File: src/rtl/serial_addsub_pkg.sv
// Shared definitions for the bit-serial adder/subtractor: FSM encoding and
// counter sizing.
package serial_addsub_pkg;

  typedef enum logic [1:0] {
    S_IDLE = 2'd0,
    S_BUSY = 2'd1,
    S_DONE = 2'd2
  } state_t;

  // Bits needed for a bit index that runs 0..width.
  function automatic int cnt_w(input int width);
    return $clog2(width + 1);
  endfunction

endpackage

File: src/rtl/full_adder_cell.sv
// Single-bit full adder; the only arithmetic in the serial datapath.
module full_adder_cell (
  output logic sum,
  output logic carry,
  input  logic a,
  input  logic b,
  input  logic cin
);

  assign sum   = a ^ b ^ cin;
  assign carry = (a & b) | (a & cin) | (b & cin);

endmodule

File: src/rtl/serial_adder_subtractor.sv
// Bit-serial A+B / A-B over WIDTH+1 bits, LSB first, one full-adder cell and
// a carry flop; operands in and result out over valid/ready.
//
//   state  | meaning
//   -------+-------------------------------------------------------------
//   S_IDLE | in_ready high, waiting for operands
//   S_BUSY | one bit per clock; one extra cycle after bit WIDTH to publish
//   S_DONE | out_valid high, y/cout held until out_ready
module serial_adder_subtractor
  import serial_addsub_pkg::*;
#(
  parameter int WIDTH = 7
) (
  input  logic             clk,
  input  logic             rst_n,
  input  logic             in_valid,
  output logic             in_ready,
  input  logic [WIDTH-1:0] a,
  input  logic [WIDTH-1:0] b,
  input  logic             ctrl,
  output logic             out_valid,
  input  logic             out_ready,
  output logic [WIDTH:0]   y,
  output logic             cout
);

  localparam int CW = cnt_w(WIDTH);
  localparam logic [CW-1:0] BIT_LAST  = CW'(WIDTH);
  localparam logic [CW-1:0] BIT_COUT  = CW'(WIDTH - 1);

  state_t          state;
  state_t          state_nxt;
  logic [WIDTH:0]  a_sr;
  logic [WIDTH:0]  b_sr;
  logic [WIDTH:0]  sum_sr;
  logic            carry;
  logic            cout_cap;
  logic            fin;
  logic [CW-1:0]   count;
  logic            fa_sum;
  logic            fa_carry;

  full_adder_cell u_fa (
    .sum   (fa_sum),
    .carry (fa_carry),
    .a     (a_sr[0]),
    .b     (b_sr[0]),
    .cin   (carry)
  );

  assign in_ready = (state == S_IDLE);

  always_ff @(posedge clk or negedge rst_n) begin
    if (!rst_n) state <= S_IDLE;
    else        state <= state_nxt;
  end

  always_comb begin
    state_nxt = state;
    case (state)
      S_IDLE:  if (in_valid)  state_nxt = S_BUSY;
      S_BUSY:  if (fin)       state_nxt = S_DONE;
      S_DONE:  if (out_ready) state_nxt = S_IDLE;
      default:                state_nxt = S_IDLE;
    endcase
  end

  // Subtraction is A + ~B + 1: B is inverted and extended with ctrl, carry seeded with ctrl.
  always_ff @(posedge clk or negedge rst_n) begin
    if (!rst_n) begin
      a_sr      <= '0;
      b_sr      <= '0;
      sum_sr    <= '0;
      carry     <= 1'b0;
      cout_cap  <= 1'b0;
      fin       <= 1'b0;
      count     <= '0;
      y         <= '0;
      cout      <= 1'b0;
      out_valid <= 1'b0;
    end else begin
      case (state)
        S_IDLE: begin
          if (in_valid) begin
            a_sr  <= {1'b0, a};
            b_sr  <= {ctrl, b ^ {WIDTH{ctrl}}};
            carry <= ctrl;
            count <= '0;
            fin   <= 1'b0;
          end
        end
        S_BUSY: begin
          if (fin) begin
            y         <= sum_sr;
            cout      <= cout_cap;
            out_valid <= 1'b1;
          end else begin
            sum_sr <= {fa_sum, sum_sr[WIDTH:1]};
            a_sr   <= {1'b0, a_sr[WIDTH:1]};
            b_sr   <= {1'b0, b_sr[WIDTH:1]};
            carry  <= fa_carry;
            if (count == BIT_COUT) cout_cap <= fa_carry;
            if (count == BIT_LAST) fin <= 1'b1;
            else                   count <= count + 1'b1;
          end
        end
        S_DONE: begin
          if (out_ready) out_valid <= 1'b0;
        end
        default: out_valid <= 1'b0;
      endcase
    end
  end

endmodule

File: config.mk
export PLATFORM = sky130hd
export DESIGN_NAME = serial_adder_subtractor
export DESIGN_NICKNAME = d
export VERILOG_FILES = /design/src/rtl/serial_addsub_pkg.sv /design/src/rtl/full_adder_cell.sv /design/src/rtl/serial_adder_subtractor.sv
export SDC_FILE = /design/constraint.sdc
export NUM_CORES = 1
export LEC_CHECK = 0
export ABC_AREA = 1
export CORE_UTILIZATION = 48
export CTS_BUF_LIST = sky130_fd_sc_hd__clkbuf_4 sky130_fd_sc_hd__clkbuf_8 sky130_fd_sc_hd__clkbuf_16
export DETAILED_ROUTE_END_ITERATION = 16
export PLACE_DENSITY = 0.75
export SYNTH_ARGS = -nofsm -noshare
export SYNTH_HDL_FRONTEND = slang
export SYNTH_SLANG_ARGS = --single-unit
File: constraint.sdc
create_clock -name clk -period 1.1 [get_ports clk]
set_input_delay 0.275 -clock clk [delete_from_list [all_inputs] [get_ports clk]]
set_output_delay 0.275 -clock clk [all_outputs]
set_load 0.05 [all_outputs]
==> impl_metrics.ini, run 1 <==
[drt]
wirelength_mm = 5.37
drt_drc_violations_left = 0
routed-via-count = 1835
drt_pre_antenna_iters = 4
drt_iter0_drc = 102
ant_nets = 0
viasPerCell = 5.17
post_drt_wl_per_cell_um = 15.1

[critical_path]
endpoint_kind = flip-flop
crit_fanout = 5
worstSetupStartpointType = flip-flop
crit_top_cell = nand2_1
criticalPathCategory = flip-flop to flip-flop
crit_arrival_ns = 1.56
reg2reg_depth = 7
crit_chain = buf_4 > nand3_4 > nand2_8 > buf_12 > buf_16 > nand2_1 > nand2_1
required_ns = 1.29
slowest_stage = dfrtp_2
slowest_delay_ns = 0.43

[floorplanning]
die_w_um = 65.5
start_util = 0.514
placementRows = 22
coreArea_sq_mm = 0.00377
dieArea_sq_mm = 0.00429
num_io_pins = 30
die_h_um = 65.5

[clocking]
cts_buffer_depth = 2
cts_tree = yes
cts_sinks = 41
clk_pin_slew_ns = 0.08
htree_levels = 2
cts_buffers = 5
cts_root_buffer = clkbuf_8
clk_latency_ns = 0.30

[synth]
ys_seq_elements = 41
synth_top_area_share = 0.530
synthMuxAreaShare = 0
synth-edff-count = 0
synth_seq_area_share = 0.530
synth_top_family_by_area = simple AND/OR/NAND/NOR gates
yosys_warnings = 0
yosysUniqueCellTypes = 20
synthCells = 242
syn_nets = 265
syn_area_per_cell_sq_um = 8.00
async_reset_ff_frac = 1.00
yosys-top-cells-count = nand2_1 (94), dfrtp_1 (41), inv_1 (30)
ys.flop_type = dfrtp_1
synth_compound_area_frac = 0.0736
synth_top_area_cell = dfrtp_1
syn_area_sq_mm = 0.00194
synthAdderAreaFrac = 0.0297
yosys.area_share.simple = 0.270
yosysMostFrequentCell = nand2_1
synthTopCellsByArea = dfrtp_1 (53%), nand2_1 (18%), inv_1 (5.8%)
synth-xor-area-share = 0

[timing]
worst_pin_slew_ns = 0.229
fin_crit_ns = 1.38
fin_crit_sh = 1.25
max_freq_ghz = 0.727
slew_viol_final = 0
setup_ws_ns = -0.276
setup_viol = 52
hold_ws_ns = 0.467
finalHoldViolations = 0
relSlewSlack = 0.847
finalClockSkew_ns = 0.00534
rsz0062_at_grt = true

[status]
violations = setup timing
status = finished with violations

[finish]
n_antenna_cell = 0
nets = 329
design_area_sq_mm = 0.00310
syn_to_final_growth_pct = 59.9
drive_gt1_frac = 0.319

[power_and_ir_drop]
peakVddDrop_uv = 1550
p_leak_nw = 1.55
pwr_density_cell_mw_per_mm2 = 3590

[global_routing]
first_global_vias = 1708
grt_max_degree = 42
track_usage = 0.244
grt_antenna_before_repair = 0
grt-ovfl-total = 0
grt_pass1_wl_mm = 7.71

[worst_hold_path]
min_path_type = input port to async pin

[placed_design]
gp_congestion = 0.826
place_area_sq_mm = 0.00251
io_buffers = 29
place_hpwl_mm = 2.53

[flow_run]
drv_cap = 0
## power breakdown
group	switching [W]	internal (W)
Clock	0.000527	0.000437
Sequential	0.000531	0.00221
Combinational	0.00377	0.00364
Total	0.00483	0.00628
## metrics by stage
stage	utilization	cells	setup slack, ns	TNS (ns)	power (W)
6_report	0.822	355	-0.276	-6.56	0.0111
5_1_grt	0.822	355	-0.294	-8.42	0.0117
4_1_cts	0.759	343	-0.247	-5.73	0.00968
3_5_place_dp	0.665	325	-0.239	-4.55	0.00733
3_3_place_gp	0.665	325	-0.177	-3.38	0.00718
2_1_floorplan	-	242	-0.265	-4.38	0.00552
## critical path, delay by kind of cell, from the launching register on
family / cells / cell delay, ns
buf+inv: 3 / 0.45
simple gates: 4 / 0.37
flops: 1 / 0.43
## placed cells by master (no fill, tap or decap), types with 4 or more instances in the layout
| cell type | instances |
|---|---|
| nand2_1 | 84 |
| dfrtp_1 | 39 |
| inv_1 | 27 |
| buf_4 | 18 |
| o21ai_1 | 17 |
| clkdlybuf4s50_1 | 17 |
| buf_12 | 16 |
| nand3_1 | 15 |
| nand2_2 | 8 |
| buf_6 | 7 |
| nand3_2 | 6 |
| nor2_4 | 5 |
| o21ai_0 | 5 |
| clkbuf_8 | 5 |
| o21ai_2 | 4 |
| buf_16 | 4 |
## cells by family after synthesis
family | Yosys count
AND/OR/NAND/NOR | 126
buffers and inverters | 43
flip-flops | 41
AO/OA/AOI/OAI | 28
adder cells (fa/ha/maj) | 4
## routing by layer
| metal | part of all wire | GRT usage |
|---|---|---|
| met5 | 0 | 0 |
| met4 | 0.046 | 0.130 |
| met3 | 0.042 | 0.0573 |
| met2 | 0.51 | 0.420 |
| met1 | 0.40 | 0.279 |
## flip-flops by register name, indices dropped and copies added, names as in the netlist
signal and cells:
cout_cap 1, fin 1, sum_sr 8, b_sr 8, state 2, y 8, cout 1, out_valid 1
a_sr 7, count 3, carry 1
## repair_timing
action                                 in CTS  in global routing
gates resized for setup                    27                 37
hold buffers                                1                  0
setup buffers                               5                 11
cloned                                      4                  1
setup endpoints to repair                  46                 52
endpoints found under the hold margin      41                  0
pin swaps                                   8                  7
## cell type report
type / instances / area (sq um)
multi-input combinational: 158 / 903
timing repair buffer: 66 / 870
clock buffer: 5 / 68.8
inverter: 34 / 150
sequential: 41 / 1030
fill: 195 / 673
clock inverter: 3 / 17.5
tap: 48 / 60.1
## final timing paths
| path | startpoint | endpoint | slack [ns] |
|---|---|---|---|
| min | rst_n | y[4] | 0.47 |
| min reg2reg | a_sr[4] | a_sr[4] | 0.49 |
| max in group asynchronous | rst_n | state[1] | 0.42 |
| min in group clk | a_sr[4] | a_sr[4] | 0.49 |
| max | state[0] | a_sr[2] | -0.28 |
| max reg2reg | state[0] | a_sr[2] | -0.28 |
No activity file was read; power rests on OpenSTA's default activity.
==> run 2: changes to the inputs <==
- CORE_ASPECT_RATIO: unset -> 0.8
==> run 2 against run 1 <==
The run still ends with setup timing left. Global-route usage up 0.60 points. Non-clock buffer count down 5. Routed wire length down 10%. Clock power up 27%. Maximum frequency up 0.22%. Critical path type unchanged. Largest power group unchanged.
==> impl_metrics.ini, run 2 (synthesis results as in run 1) <==
[status]
status = finished with violations
violations = setup timing

[timing]
worst_pin_slew_ns = 0.224
setup_ws_ns = -0.273
rsz0062_at_grt = true
finalClockSkew_ns = 0.0214
max_freq_ghz = 0.728
finalHoldViolations = 0
relSlewSlack = 0.851
fin_crit_ns = 1.37
slew_viol_final = 0
setup_viol = 52
fin_crit_sh = 1.25
setup_tns_ns = -8.81

[power_and_ir_drop]
peakVddDrop_uv = 1980
p_leak_nw = 1.51
finalPower_w = 0.0105
pwr_density_cell_mw_per_mm2 = 3510

[placed_design]
place_area_sq_mm = 0.00253
place_hpwl_mm = 2.47
gp_congestion = 0.773
io_buffers = 29

[critical_path]
worstPathBufferInverterCount = 3
required_ns = 1.33
slowest_stage = dfrtp_2
crit_arrival_ns = 1.61
critPathTopFamily = buffers and inverters
crit_chain = buf_4 > inv_6 > nand3_4 > nand2_8 > bufbuf_16 > nand3_1 > nand2_1
worstSetupStartpointType = flip-flop
crit_fanout = 5
slowest_delay_ns = 0.44
criticalPathCategory = flip-flop to flip-flop
endpoint_kind = flip-flop

[floorplanning]
die_h_um = 58.8
start_util = 0.506
die_w_um = 73.0
placementRows = 20
dieArea_sq_mm = 0.00429
num_io_pins = 30
coreArea_sq_mm = 0.00383

[finish]
design_area_sq_mm = 0.00300
fin_util = 0.783
reg_top3 = b_sr x8, sum_sr x8, y x8
drive_gt1_frac = 0.271
final_common_cell = nand2_1
nets = 325
most-common-layout-cells = nand2_1 (90), dfrtp_1 (39), inv_1 (27), o21ai_1 (20)
syn_to_final_growth_pct = 54.8
n_antenna_cell = 0

[clocking]
htree_levels = 2
cts_sinks = 41
cts_buffer_depth = 2
clk_latency_ns = 0.31
cts_root_buffer = clkbuf_8
cts_buffers = 5
clk_pin_slew_ns = 0.09
cts_tree = yes

[flow_run]
drv_cap = 0

[drt]
drt_iter0_drc = 75
ant_nets = 0
drt_pre_antenna_iters = 4
drt_drc_violations_left = 0
viasPerCell = 4.87
routed-via-count = 1745
wirelength_mm = 4.83
post_drt_wl_per_cell_um = 13.5

[global_routing]
grt_max_degree = 42
grt_antenna_before_repair = 0
grt-ovfl-total = 0
first_global_vias = 1651
track_usage = 0.250
grt_pass1_wl_mm = 7.89

[worst_hold_path]
min_path_type = input port to async pin
[run 2: cell types whose count changed in the layout (fill, tap and decap cells not counted), sizes merged]
cell / delta
clkinv: -1
inv: +1
clkinvlp: -1
bufbuf: +1
buf: -5
bufinv: +1
[run 2: final timing paths]
kind                       cells past startpoint  slack [ns]      from         to
setup / recovery                               7       -0.27  state[1]    b_sr[7]
hold / removal                                 3        0.46     rst_n    a_sr[6]
setup reg to reg                               7       -0.27  state[1]    b_sr[7]
hold reg to reg                                2        0.48   b_sr[1]    b_sr[1]
max in group asynchronous                      3        0.44     rst_n  sum_sr[4]
min in group clk                               2        0.48   b_sr[1]    b_sr[1]
[run 2: where the power goes]
group | total, W | internal [W] | switching, W | leakage (nW)
logic | 0.00660 | 0.00327 | 0.00333 | 0.934
registers | 0.00268 | 0.00221 | 0.000473 | 0.517
clock network | 0.00123 | 0.000698 | 0.000532 | 0.0586
[run 2: metrics by stage]
stage | cells | hold slack, ns | worst slack, ns
detailed placement | 333 | 0.262 | -0.203
floorplan | 242 | -0.0206 | -0.265
global route | 358 | 0.489 | -0.317
finish | 358 | 0.457 | -0.273
global placement | 333 | 0.261 | -0.182
CTS | 353 | 0.462 | -0.271
[run 2: timing repair]
item | in CTS | in global routing
hold buffers | 1 | 0
setup endpoints to repair | 51 | 52
setup buffers | 7 | 5
cloned | 4 | 0
pin swaps | 10 | 8
resized for setup | 35 | 9
endpoints found under the hold margin | 41 | 0
[run 2: worst min-delay path, cell delays in order]
cell and delay [ns]:
dlygate4sd3_1 0.52, buf_2 0.12, buf_12 0.23
[run 2: area by class of cell]
cell class,count,area (sq um)
Timing Repair inverter,1,6.26
Inverter,34,143
Tap cell,55,68.8
Clock inverter,2,35.0
Sequential cell,41,1030
Timing Repair Buffer,61,792
Multi-Input combinational cell,158,848
Fill cell,255,831
Clock buffer,6,76.3
[run 2: metal layers]
metal  up-vias  track usage  routed length, um
li1        867            -                  -
met1       818        0.339               2220
met2        46        0.396               2280
met3        14       0.0565                172
met4         0       0.0952                159
met5         -            0                  0
